`config.mk`:
```
export PLATFORM = sky130hd
export DESIGN_NAME = branch_resolve_unit
export DESIGN_NICKNAME = d
export VERILOG_FILES = /design/src/rtl/branch_resolve_unit.sv
export SDC_FILE = /design/constraint.sdc
export NUM_CORES = 1
export LEC_CHECK = 0
export ABC_AREA = 1
export ABC_CLOCK_PERIOD_IN_PS = 7100
export BUFFER_PORTS_ARGS = -buffer_cell sky130_fd_sc_hd__buf_4
export CAP_MARGIN = 40
export CORE_MARGIN = 2
export CORE_UTILIZATION = 55
export DETAILED_ROUTE_END_ITERATION = 12
export PLACE_DENSITY = 0.77
export SLEW_MARGIN = 5
export SYNTH_ARGS = -nofsm -noshare
export SYNTH_HDL_FRONTEND = slang
export SYNTH_SLANG_ARGS = --single-unit
```
`constraint.sdc`:
```
create_clock -name clk -period 7.1 [get_ports clk]
set_input_delay 1.42 -clock clk [delete_from_list [all_inputs] [get_ports clk]]
set_output_delay 1.42 -clock clk [all_outputs]
set_load 0.005 [all_outputs]
```
`src/rtl/branch_resolve_unit.sv`:
```
`default_nettype none
// ============================================================================
// Module      : branch_resolve_unit
// Description : Carries fetch-time direction/target predictions through D and
//               E, resolves them against the real outcome in E, drives the
//               redirect/flush controls, trains the PHT and keeps statistics.
// Revision    : 1.0 - initial release
// ============================================================================
module branch_resolve_unit #(
  parameter int XLEN  = 32,
  parameter int IDX_W = 4,
  parameter int CNT_W = 16
) (
  input  logic             clk,
  input  logic             rst_n,
  input  logic             valid_F,
  input  logic [XLEN-1:0]  pc_F,
  input  logic [1:0]       predict_F,
  input  logic [XLEN-1:0]  tgt_pred_F,
  input  logic             stall_D,
  input  logic             flush_D_ext,
  input  logic             branch_E,
  input  logic             jump_E,
  input  logic             take_E,
  input  logic [XLEN-1:0]  tgt_E,
  output logic             mispredict_E,
  output logic [XLEN-1:0]  redirect_pc,
  output logic             flush_D,
  output logic             flush_E,
  output logic             upd_valid,
  output logic             upd_jump,
  output logic             upd_take,
  output logic [IDX_W-1:0] upd_idx,
  output logic [CNT_W-1:0] br_cnt,
  output logic [CNT_W-1:0] mp_cnt
);

  localparam logic [CNT_W-1:0] c_CNT_MAX = '1;
  localparam logic [XLEN-1:0]  c_PC_STEP = XLEN'(4);

  // D stage
  logic             r_valid_D;
  logic [XLEN-1:0]  r_pc_D;
  logic [1:0]       r_pred_D;
  logic [XLEN-1:0]  r_tgt_D;
  // E stage
  logic             r_valid_E;
  logic [XLEN-1:0]  r_pc_E;
  logic [1:0]       r_pred_E;
  logic [XLEN-1:0]  r_tgt_E;

  logic [CNT_W-1:0] r_br_cnt;
  logic [CNT_W-1:0] r_mp_cnt;

  logic             w_res;
  logic             w_act_take;
  logic             w_ptk;
  logic             w_tgt_miss;
  logic             w_mispredict;
  logic             w_upd_valid;
  logic [XLEN-1:0]  w_seq_pc;
  logic             w_unused;

  // Only the direction bit of the counter matters for resolution.
  assign w_unused = r_pred_E[0];

  always_ff @(posedge clk or negedge rst_n) begin
    if (!rst_n) begin
      r_valid_D <= 1'b0;
      r_pc_D    <= '0;
      r_pred_D  <= '0;
      r_tgt_D   <= '0;
      r_valid_E <= 1'b0;
      r_pc_E    <= '0;
      r_pred_E  <= '0;
      r_tgt_E   <= '0;
    end else if (w_mispredict) begin
      // A mispredict kills everything younger, even under a stall.
      r_valid_D <= 1'b0;
      r_valid_E <= 1'b0;
    end else if (!stall_D) begin
      r_valid_D <= valid_F & ~flush_D_ext;
      r_pc_D    <= pc_F;
      r_pred_D  <= predict_F;
      r_tgt_D   <= tgt_pred_F;
      r_valid_E <= r_valid_D;
      r_pc_E    <= r_pc_D;
      r_pred_E  <= r_pred_D;
      r_tgt_E   <= r_tgt_D;
    end
  end

  // take_E only has meaning for conditional branches; a jump is always taken.
  assign w_res        = r_valid_E & (branch_E | jump_E);
  assign w_act_take   = jump_E | (branch_E & take_E);
  assign w_ptk        = r_pred_E[1];
  assign w_tgt_miss   = (r_tgt_E != tgt_E);
  assign w_mispredict = w_res & ((w_ptk != w_act_take) |
                                 (w_ptk & w_act_take & w_tgt_miss));
  assign w_seq_pc     = r_pc_E + c_PC_STEP;
  assign w_upd_valid  = w_res & ~stall_D;

  assign mispredict_E = w_mispredict;
  assign redirect_pc  = w_res ? (w_act_take ? tgt_E : w_seq_pc) : '0;
  assign flush_D      = w_mispredict | flush_D_ext;
  assign flush_E      = w_mispredict;
  assign upd_valid    = w_upd_valid;
  assign upd_jump     = w_res & jump_E;
  assign upd_take     = w_res & w_act_take;
  assign upd_idx      = w_res ? r_pc_E[IDX_W+1:2] : '0;

  always_ff @(posedge clk or negedge rst_n) begin
    if (!rst_n) begin
      r_br_cnt <= '0;
      r_mp_cnt <= '0;
    end else if (w_upd_valid) begin
      if (r_br_cnt != c_CNT_MAX) begin
        r_br_cnt <= r_br_cnt + 1'b1;
      end
      if (w_mispredict && (r_mp_cnt != c_CNT_MAX)) begin
        r_mp_cnt <= r_mp_cnt + 1'b1;
      end
    end
  end

  assign br_cnt = r_br_cnt;
  assign mp_cnt = r_mp_cnt;

endmodule
`default_nettype wire

```
**Word level (Yosys, flattened, before mapping)**

Cells that the tools add are included.

- Output and inout bits: 74
- Bits in registers: 166
- Input port bits: 106

- Reductions and logical operators: 4
- Equal/unequal tests: 5
- Bitwise gates (word level): 16
- Muxes and demuxes: 7
- Add/sub/neg operators: 3

Operators with widths:

| kind | count |
|---|---|
| $mux W32 | 2 |
| $add A16 B1 Y16 const B | 2 |
| $add A32 B3 Y32 const B | 1 |
| $ne A16 B16 Y1 const B | 2 |
| $ne A32 B32 Y1 | 1 |
| $and A1 B1 Y1 | 9 |
| $reduce_and A2 Y1 | 3 |
| $mux W1 | 4 |
| $mux W4 | 1 |
| $or A1 B1 Y1 | 4 |
| $not A1 Y1 | 3 |
| $ne A2 B1 Y1 const B | 1 |
| $logic_and A1 B1 Y1 | 1 |
| $ne A1 B1 Y1 | 1 |

**Depth between registers and ports, before layout**

Gate-level depths: netlist of run 1.

- Word-level depth: 8
- Depth in mapped cells: 16
- Gate-level depth less buffers: 14

**Least setup slack after synthesis of run 1**

OpenSTA, ideal clock, no wires.

- Path type: input to output
- From: input take_E
- To: output mispredict_E
- Arrival: 3.057 ns
- Path buffers: 3
- Setup slack: 2.623 ns
- Cell stages on the path: 8
- Path through: a21oi_1 -> inv_1 -> clkbuf_1 -> ha_1 -> inv_1 -> a21oi_2 -> buf_2 -> buf_4

- Word-level cells in the longest chain between the ends: 6

Ends and longest elaborated chain:

| what | RTL line | RTL |
|---|---|---|
| from (decl) | 24 | `input logic take_E,` |
| $and A1 B1 Y1 * | 95 | `assign w_act_take = jump_E \| (branch_E & take_E);` |
| $or A1 B1 Y1 * | 95 |  |
| $and A1 B1 Y1 (2 in a row) | 99 | `(w_ptk & w_act_take & w_tgt_miss));` |
| $or A1 B1 Y1 * | 98 | `assign w_mispredict = w_res & ((w_ptk != w_act_take) \|` |
| $and A1 B1 Y1 * | 98 |  |
| to (decl) | 26 | `output logic mispredict_E,` |

Every way passes the cells marked *; elsewhere a longest branch is shown, timed or not.

**Final worst setup path of run 1**

- From: input branch_E
- To: output flush_E

- Word-level cells in the longest chain between the ends: 6

Ends and longest elaborated chain:

| what | RTL line | RTL |
|---|---|---|
| from (decl) | 22 | `input logic branch_E,` |
| $and A1 B1 Y1 | 95 |  |
| $or A1 B1 Y1 | 95 |  |
| $and A1 B1 Y1 (2 in a row) | 99 |  |
| $or A1 B1 Y1 | 98 |  |
| $and A1 B1 Y1 * | 98 |  |
| to (decl) | 29 | `output logic flush_E,` |

Marked as above.

==> results.rst, run 1 <==
.. list-table::
   :header-rows: 1

   * - Metric
     - Value
   * - Outcome
     - finished clean
   * - DP Cell Count
     - between 1000 and 1500
   * - Total via count after detailed routing
     - 7855
   * - Tightest Hold Check Type
     - reg -> reg
   * - Initial DRT Pass Iterations
     - 5
   * - Hold Crit Start
     - r_pc_D[30]$_DFFE_PN0P_
   * - FF-to-FF setup slack
     - roughly 4.4 ns
   * - Slew Limit Fails
     - 0
   * - Leak
     - roughly 5.8 nW
   * - Y dimension of the die
     - 129.4 um
   * - Number of max-capacitance violations reported
     - 0
   * - Post-CTS repair timing setup buffer count
     - 0
   * - VDD IR max
     - 0.0002021 V
   * - End of the worst hold path
     - r_pc_D[30]$_DFFE_PN0P_
   * - Wire length per cell
     - about 15 um
   * - R2R depth
     - 13
   * - R2r startpoint
     - r_tgt_E[12]$_DFFE_PN0P_
   * - Part of the cycle the worst path needs
     - between 70% and 80%
   * - Cell chosen for the clock root
     - clkbuf_16
   * - Starting utilization of the core area
     - about 57%
   * - Critical path startpoint category
     - input pin
   * - Residual antenna-violating net count after detailed routing
     - 0
   * - Synth Register Bits
     - around 160
   * - Layout cells sized above 1
     - a little under a fifth
   * - Max transition margin
     - between 40% and 50%
   * - Critical path class
     - in -> out
   * - Clock Skews
     - roughly 0.0077 ns
   * - Number of buffers inserted for hold repair after clock tree synthesis
     - 0
   * - Core utilization of the finished layout
     - 70.14%
   * - TritonCTS clock tree
     - done
   * - Crit-path max cell delay
     - 0.68 ns
   * - Antenna cell count
     - 0
   * - Synth-to-Final Area Change
     - 23.81%
   * - Leading area contributor after synthesis
     - dfrtp_1
   * - # port buffers
     - about 180
   * - Initial antenna violation count
     - 0
   * - Worst-skew pair later-pin latency
     - 0.43 ns
   * - Post-layout total power
     - 2.658 mW
   * - Gr usage total
     - ~28%
   * - Number of standard cells in the layout, taps in and fillers out
     - about 1500
   * - Last weighted congestion value of the routability-driven placer
     - about 0.9
   * - Yosys top cell area share
     - 47.47%
   * - Buffers plus inverters on the worst setup path
     - 5
   * - Total power divided by cell area
     - about 250 nW/um^2
   * - RSZ-0062 raised after global routing
     - no
   * - Vias in the first global route
     - 7233
   * - Post-synth net total
     - between 1000 and 1500
   * - H-tree level count
     - 4
   * - Post-synthesis instance area
     - between 8000 and 9000 um^2
   * - Ratio of routed vias to standard cells
     - 5.272
   * - Nature of the critical path endpoint
     - output port
   * - CP delay by family, top
     - buffers and inverters
   * - Final hold viol count
     - 0
   * - Clk network pwr share
     - 34.8%
   * - Fraction of power spent switching nets
     - 29.29%
   * - Ranking of synthesized cells by area
     - dfrtp_1, nand2_1, nand3_1
   * - Unique cell type count in the Yosys netlist
     - 37
   * - Final design instance area without fill
     - 10700 um^2
   * - Cells along the critical path
     - buf_4, a21oi_2, buf_4, inv_1, ha_1, inv_1, a21oi_2, buf_4
   * - Req. time, crit path
     - 5.68 ns
   * - Number of remaining DRC errors
     - 0
   * - Placed Instance Area
     - between 10000 and 15000 um^2
   * - Final WL
     - around 22000 um
   * - Clock buffers created by TritonCTS
     - 17
   * - Mean area per synthesized cell
     - between 7 and 8 um^2
   * - Crit path max fanout
     - 37
   * - Sum of overflow across all layers after global routing
     - 0
   * - Die outline width
     - between 100 and 150 um
   * - Synthesis warning total
     - 0
   * - Placed wire-length estimate
     - ~15000 um
   * - Number of standard-cell rows in the floorplan
     - 45
   * - Clock slew at the register clock pins of the worst setup and hold paths
     - approximately 0.060 ns
   * - Min cycle time layout
     - around 5.1 ns
   * - Fraction of power consumed by combinational cells
     - between 10% and 20%
   * - Gate count after technology mapping
     - 1117
   * - Hold path cells
     - 2
   * - Total of endpoints with negative setup slack in the final report
     - 0
   * - I/O pin cnt
     - 180
   * - R2R Path End
     - r_pc_D[19]$_DFFE_PN0P_
   * - Resized cells post-CTS
     - 0
   * - Crit-path slowest cell
     - a21oi_2
   * - Number of design-rule violations left by the first detailed-router iteration
     - 738
   * - Max Fclk
     - about 200 MHz
   * - Sequential Power Share
     - a little under half
   * - Largest buffer count on any clock path
     - 2
   * - Setup TNS
     - 0 ns
   * - Switching pwr
     - a little under 0.8 mW
   * - WP data arrival
     - 3.66 ns
   * - Seq/Total Area, Yosys
     - between 40 and 50%
   * - Global-route wire length before repair
     - 35870 um
   * - Pin slew with the least headroom to its limit
     - roughly 0.88 ns
   * - Core area
     - 15260 um^2
   * - Largest net degree at the start of global routing
     - 90
   * - Cell seen most often among critical-path stages
     - buf_4
   * - Total Nets Final
     - roughly 1400
   * - Total internal power
     - between 1.5 and 2 mW
   * - Total die area
     - around 17000 um^2
   * - Sink Count
     - about 160
[power groups by stage]
stage	clock network, mW	registers (mW)	logic (mW)
floorplan	0	1.19	0.329
global placement	0	1.22	0.500
detailed placement	0	1.22	0.521
CTS	0.940	1.21	0.526
global route	0.979	1.23	0.591
finish	0.926	1.21	0.521
[registers in the layout, indices dropped and copies added (netlist names)]
register	flops
r_tgt_D	32
r_pc_D	32
r_tgt_E	32
r_pred_D	1
br_cnt	16
r_pred_E	1
r_valid_E	1
r_valid_D	1
mp_cnt	16
r_pc_E	32
[how the worst max path moves through the flow]
stage | slack, ns | startpoint | cells after the start | end
final | 2.02 | branch_E | 8 | flush_E
after global routing | 1.91 | branch_E | 8 | mispredict_E
after CTS | 2.02 | branch_E | 8 | mispredict_E
after detailed placement | 2.06 | branch_E | 8 | mispredict_E
after global placement | 1.72 | branch_E | 8 | mispredict_E
after floorplan | 2.62 | take_E | 8 | mispredict_E
[stage by stage]
| step | setup WS, ns | hold slack (ns) |
|---|---|---|
| after global routing | 1.907 | 0.4864 |
| after CTS | 2.018 | 0.4734 |
| after floorplan | 2.623 | 0.4367 |
| final | 2.015 | 0.4724 |
| after detailed placement | 2.056 | 0.4586 |
| after global placement | 1.723 | 0.4505 |
[Yosys cell counts]
library cell and n:
a21oi_1 12, a21oi_2 1, a31oi_1 1, and3b_1 1
buf_2 21, buf_4 8, buf_6 2, clkbuf_1 26
dfrtp_1 164, ha_1 4, inv_1 82, inv_2 2
mux2_2 1, nand2_1 395, nand2_2 4, nand2_4 1
nand3_1 155, nand3_2 1, nand3b_1 1, nand4_1 27
nand4_2 1, nand4_4 1, nor2_1 72, nor2_2 5
nor2_4 2, nor3_1 5, nor3_2 1, nor3b_1 1
nor4_1 1, o211ai_1 5, o21ai_0 28, o21ai_1 3
o21ai_2 1, o21bai_1 8, or2_2 1, xnor2_1 44
xor2_1 29
[metal layers]
metal | vias up | routed length, um | track usage, %
met5 | - | 0 | 0
met4 | 0 | 375 | 7.417
met3 | 25 | 1499 | 6.482
met2 | 251 | 10580 | 44.89
met1 | 3726 | 9855 | 37.22
li1 | 3853 | - | -
[worst reg2reg max path, delay by kind of cell (launching register included)]
kind          cells  cell delay [ns]
xor+xnor          1             0.15
flops             1             0.39
simple gates     11             1.75
buf+inv           1             0.35
[final cells by class]
cell class	instances	area (um^2)
clock buffers	22	464.2
well taps	211	264.0
flip-flops and latches	164	4104
clock inverters	9	128.9
fillers	1282	4556
inverters	84	317.8
multi-input cells	812	3949
repair buffers	188	1475
[cells by family after synthesis]
group                      synth area share (%)
muxes                                    0.1303
adders and majority gates                0.5790
and+or+nand+nor                           33.58
xor gates and xnor gates                  7.396
DFF                                       47.47
AOI/OAI and AO/OA                         3.894
buffers and inverters                     6.948
[layout by cell type (no fill, tap or decap), drive strengths merged]
master,netlist,layout
or2,1,1
dfrtp,164,164
nand3b,1,1
nor3b,1,1
ha,4,4
nand3,156,156
clkbuf,26,22
a31oi,1,1
o21ai,32,32
clkinv,0,4
buf,31,188
nor4,1,1
bufinv,0,3
xnor2,44,44
xor2,29,29
nand4,29,29
nand2,400,400
clkinvlp,0,2
o211ai,5,5
nor2,79,79
and3b,1,1
inv,84,84
a21oi,13,13
o21bai,8,8
nor3,6,6
mux2,1,1
Power figures use the tool's default switching activity.
==> run 2, diff against run 1 <==
Settings changed: ABC_CLOCK_PERIOD_IN_PS 7100 to 4380, CORE_UTILIZATION 55 to 50, PLACE_DENSITY 0.77 to 0.74.
Clock period 7.1 ns to 4.38 ns, I/O delays scaled along.
==> run 2 against run 1 <==
Compared with the run above: global-route usage fell by 1.5 points; clock-buffer cell count fell by 4; register-to-register slack got worse by 2.4 ns; routed wire length rose by 1.5%; utilization fell by 7.5 points; first-iteration DRC count fell by 29%; non-clock buffer count did not move; critical path depth rose by 3; clock skew rose by 0.0053 ns; die area rose by 9.7%; via count fell by 0.70%; critical endpoint is now redirect_pc[24]; highest routed layer unchanged.
==> results.rst, run 2 (synthesized netlist as in run 1, its figures left out) <==
.. list-table::
   :header-rows: 1

   * - Metric
     - Value
   * - Number of buffers inserted for hold repair after clock tree synthesis
     - 0 (unchanged)
   * - Resized cells post-CTS
     - 0 (unchanged)
   * - Number of design-rule violations left by the first detailed-router iteration
     - 525 (was 738)
   * - Placed wire-length estimate
     - 15500 um (was 15280 um)
   * - Setup TNS
     - 0 ns (unchanged)
   * - Wire length per cell
     - 15.04 um (was 14.97 um)
   * - Critical path class
     - reg -> out (was in -> out)
   * - Vias in the first global route
     - 7517 (was 7233)
   * - Leak
     - 5.822 nW (was 5.811 nW)
   * - Max transition margin
     - 45.98% (was 41.32%)
   * - Global-route wire length before repair
     - 37380 um (was 35870 um)
   * - Residual antenna-violating net count after detailed routing
     - 0 (unchanged)
   * - Largest net degree at the start of global routing
     - 124 (was 90)
   * - Total of endpoints with negative setup slack in the final report
     - 0 (unchanged)
   * - Initial antenna violation count
     - 0 (unchanged)
   * - Most frequent standard cell in the layout excluding fill and tap cells
     - nand2_1 (unchanged)
   * - Total Nets Final
     - 1377 (unchanged)
   * - Clock Skews
     - 0.01296 ns (was 0.007694 ns)
   * - VDD IR max
     - 0.0002959 V (was 0.0002021 V)
   * - Last weighted congestion value of the routability-driven placer
     - 0.8522 (was 0.8997)
   * - Slew Limit Fails
     - 0 (unchanged)
   * - H-tree level count
     - 4 (unchanged)
   * - I/O pin cnt
     - 180 (unchanged)
   * - Post-CTS repair timing setup buffer count
     - 0 (unchanged)
   * - RSZ-0062 raised after global routing
     - no (unchanged)
   * - Final WL
     - 22640 um (was 22310 um)
   * - Clock slew at the register clock pins of the worst setup and hold paths
     - 0.06 ns (about the same)
   * - Fin Hold WS
     - 0.4714 ns (was 0.4724 ns)
   * - Die outline width
     - 135.5 um (was 129.4 um)
   * - Tightest Hold Check Type
     - reg -> reg (unchanged)
   * - Number of standard-cell rows in the floorplan
     - 48 (was 45)
   * - Starting utilization of the core area
     - 50.50% (was 56.65%)
   * - TritonCTS clock tree
     - done (unchanged)
   * - Antenna cell count
     - 0 (unchanged)
   * - Min cycle time layout
     - 3.553 ns
   * - Commonest cells after routing, fill and taps aside
     - nand2_1, buf_4, dfrtp_1 (unchanged)
   * - Final hold viol count
     - 0 (unchanged)
   * - Initial DRT Pass Iterations
     - 5 (unchanged)
   * - Number of max-capacitance violations reported
     - 0 (unchanged)
   * - Number of remaining DRC errors
     - 0 (unchanged)
   * - Total internal power
     - 3.099 mW (was 1.880 mW)
   * - Clk network pwr share
     - 36.7% (was 34.8%)
   * - Fraction of power consumed by combinational cells
     - 18.8% (was 19.6%)
   * - # port buffers
     - 178 (unchanged)
   * - Crit path max fanout
     - 5 (was 37)
   * - Outcome
     - finished clean (unchanged)
   * - Pin slew with the least headroom to its limit
     - 0.8103 ns (was 0.8801 ns)
   * - Sequential Power Share
     - 44.5% (was 45.5%)
   * - Fraction of power spent switching nets
     - 29.86% (was 29.29%)
   * - Final design instance area without fill
     - 10730 um^2 (was 10700 um^2)
   * - Synth-to-Final Area Change
     - 24.13% (was 23.81%)
   * - Total via count after detailed routing
     - 7800 (was 7855)
   * - Y dimension of the die
     - 135.5 um (was 129.4 um)
   * - Sum of overflow across all layers after global routing
     - 0 (unchanged)
   * - Sink Count
     - 164 (unchanged)
   * - WP data arrival
     - 2.68 ns (was 3.66 ns)
   * - Total die area
     - 18360 um^2 (was 16740 um^2)
   * - Layout cells sized above 1
     - 19.06% (was 18.76%)
   * - Worst-skew pair later-pin latency
     - 0.43 ns (about the same)
   * - Largest buffer count on any clock path
     - 2 (unchanged)
   * - Part of the cycle the worst path needs
     - roughly four fifths
   * - Clock buffers created by TritonCTS
     - 17 (unchanged)
   * - Switching pwr
     - 1.319 mW (was 0.7787 mW)
   * - Req. time, crit path
     - 3.50 ns (was 5.68 ns)
   * - Max Fclk
     - 281.4 MHz
   * - Total power divided by cell area
     - 411.7 nW/um^2 (was 248.4 nW/um^2)
   * - Critical path startpoint category
     - flop (was input pin)
   * - Placed Instance Area
     - 10090 um^2 (was 10110 um^2)
   * - Nature of the critical path endpoint
     - output port (unchanged)
   * - Ratio of routed vias to standard cells
     - 5.183 (was 5.272)
   * - Gr usage total
     - 26.03% (was 27.51%)
   * - Cell chosen for the clock root
     - clkbuf_16 (unchanged)
   * - Core area
     - 17120 um^2 (was 15260 um^2)
[run 2: path summary, 6_finish.rpt]
| kind | slack (ns) | from | depth (start not counted) | end |
|---|---|---|---|---|
| worst max-delay path | 0.83 | r_pc_E[2]$_DFFE_PN0P_ | 11 | redirect_pc[24] |
| worst min-delay path | 0.47 | r_pc_D[19]$_DFFE_PN0P_ | 2 | r_pc_D[19]$_DFFE_PN0P_ |
| worst max register to register | 1.92 | r_tgt_E[17]$_DFFE_PN0P_ | 14 | r_pc_E[17]$_DFFE_PN0P_ |
| worst min register to register | 0.47 | r_pc_D[19]$_DFFE_PN0P_ | 2 | r_pc_D[19]$_DFFE_PN0P_ |
| max in group asynchronous | 2.94 | rst_n | 2 | r_tgt_E[7]$_DFFE_PN0P_ |
| min in group asynchronous | 0.49 | rst_n | 1 | r_pc_D[18]$_DFFE_PN0P_ |
[run 2: power groups by stage]
stage	logic [mW]	clock network (mW)	registers (mW)
detailed placement	0.836	0	1.99
finish	0.830	1.62	1.97
global placement	0.817	0	1.98
global route	0.955	1.71	2.00
floorplan	0.534	0	1.93
CTS	0.840	1.65	1.96
[run 2: area by class of cell]
| cell class | instances | area, um^2 |
|---|---|---|
| fill | 1531 | 6386 |
| sequential | 164 | 4104 |
| multi-input combinational | 812 | 3949 |
| timing repair buffer | 188 | 1440 |
| clock buffer | 18 | 439.2 |
| inverter | 84 | 317.8 |
| tap | 225 | 281.5 |
| clock inverter | 14 | 198.9 |
[run 2: metrics by stage]
stage	cells	setup slack, ns	power [mW]	util (%)
after floorplan	1117	0.9907	2.464	-
after global placement	1473	1.055	2.797	58.96
after detailed placement	1473	1.026	2.822	58.96
after CTS	1505	0.8329	4.451	62.69
after global routing	1505	0.6060	4.666	62.69
final	1505	0.8267	4.418	62.69
[run 2: metal layers]
metal | up-vias | global-route usage (%) | part of all wire [%]
li1 | 3852 | - | -
met2 | 246 | 42.30 | 47
met5 | - | 0 | 0
met1 | 3682 | 35.20 | 45
met3 | 20 | 6.921 | 7.3
met4 | 0 | 5.961 | 1.1
[run 2: worst max-delay path: stages, from the launching register on]
cell and delay [ns]:
dfrtp_1 0.45, ha_1 0.26, nand3_1 0.16, nor2_2 0.21
nand2_1 0.15, nor2_2 0.21, nand3_1 0.15, nor2_1 0.16
xor2_1 0.10, o21bai_1 0.20, inv_1 0.06, buf_4 0.13
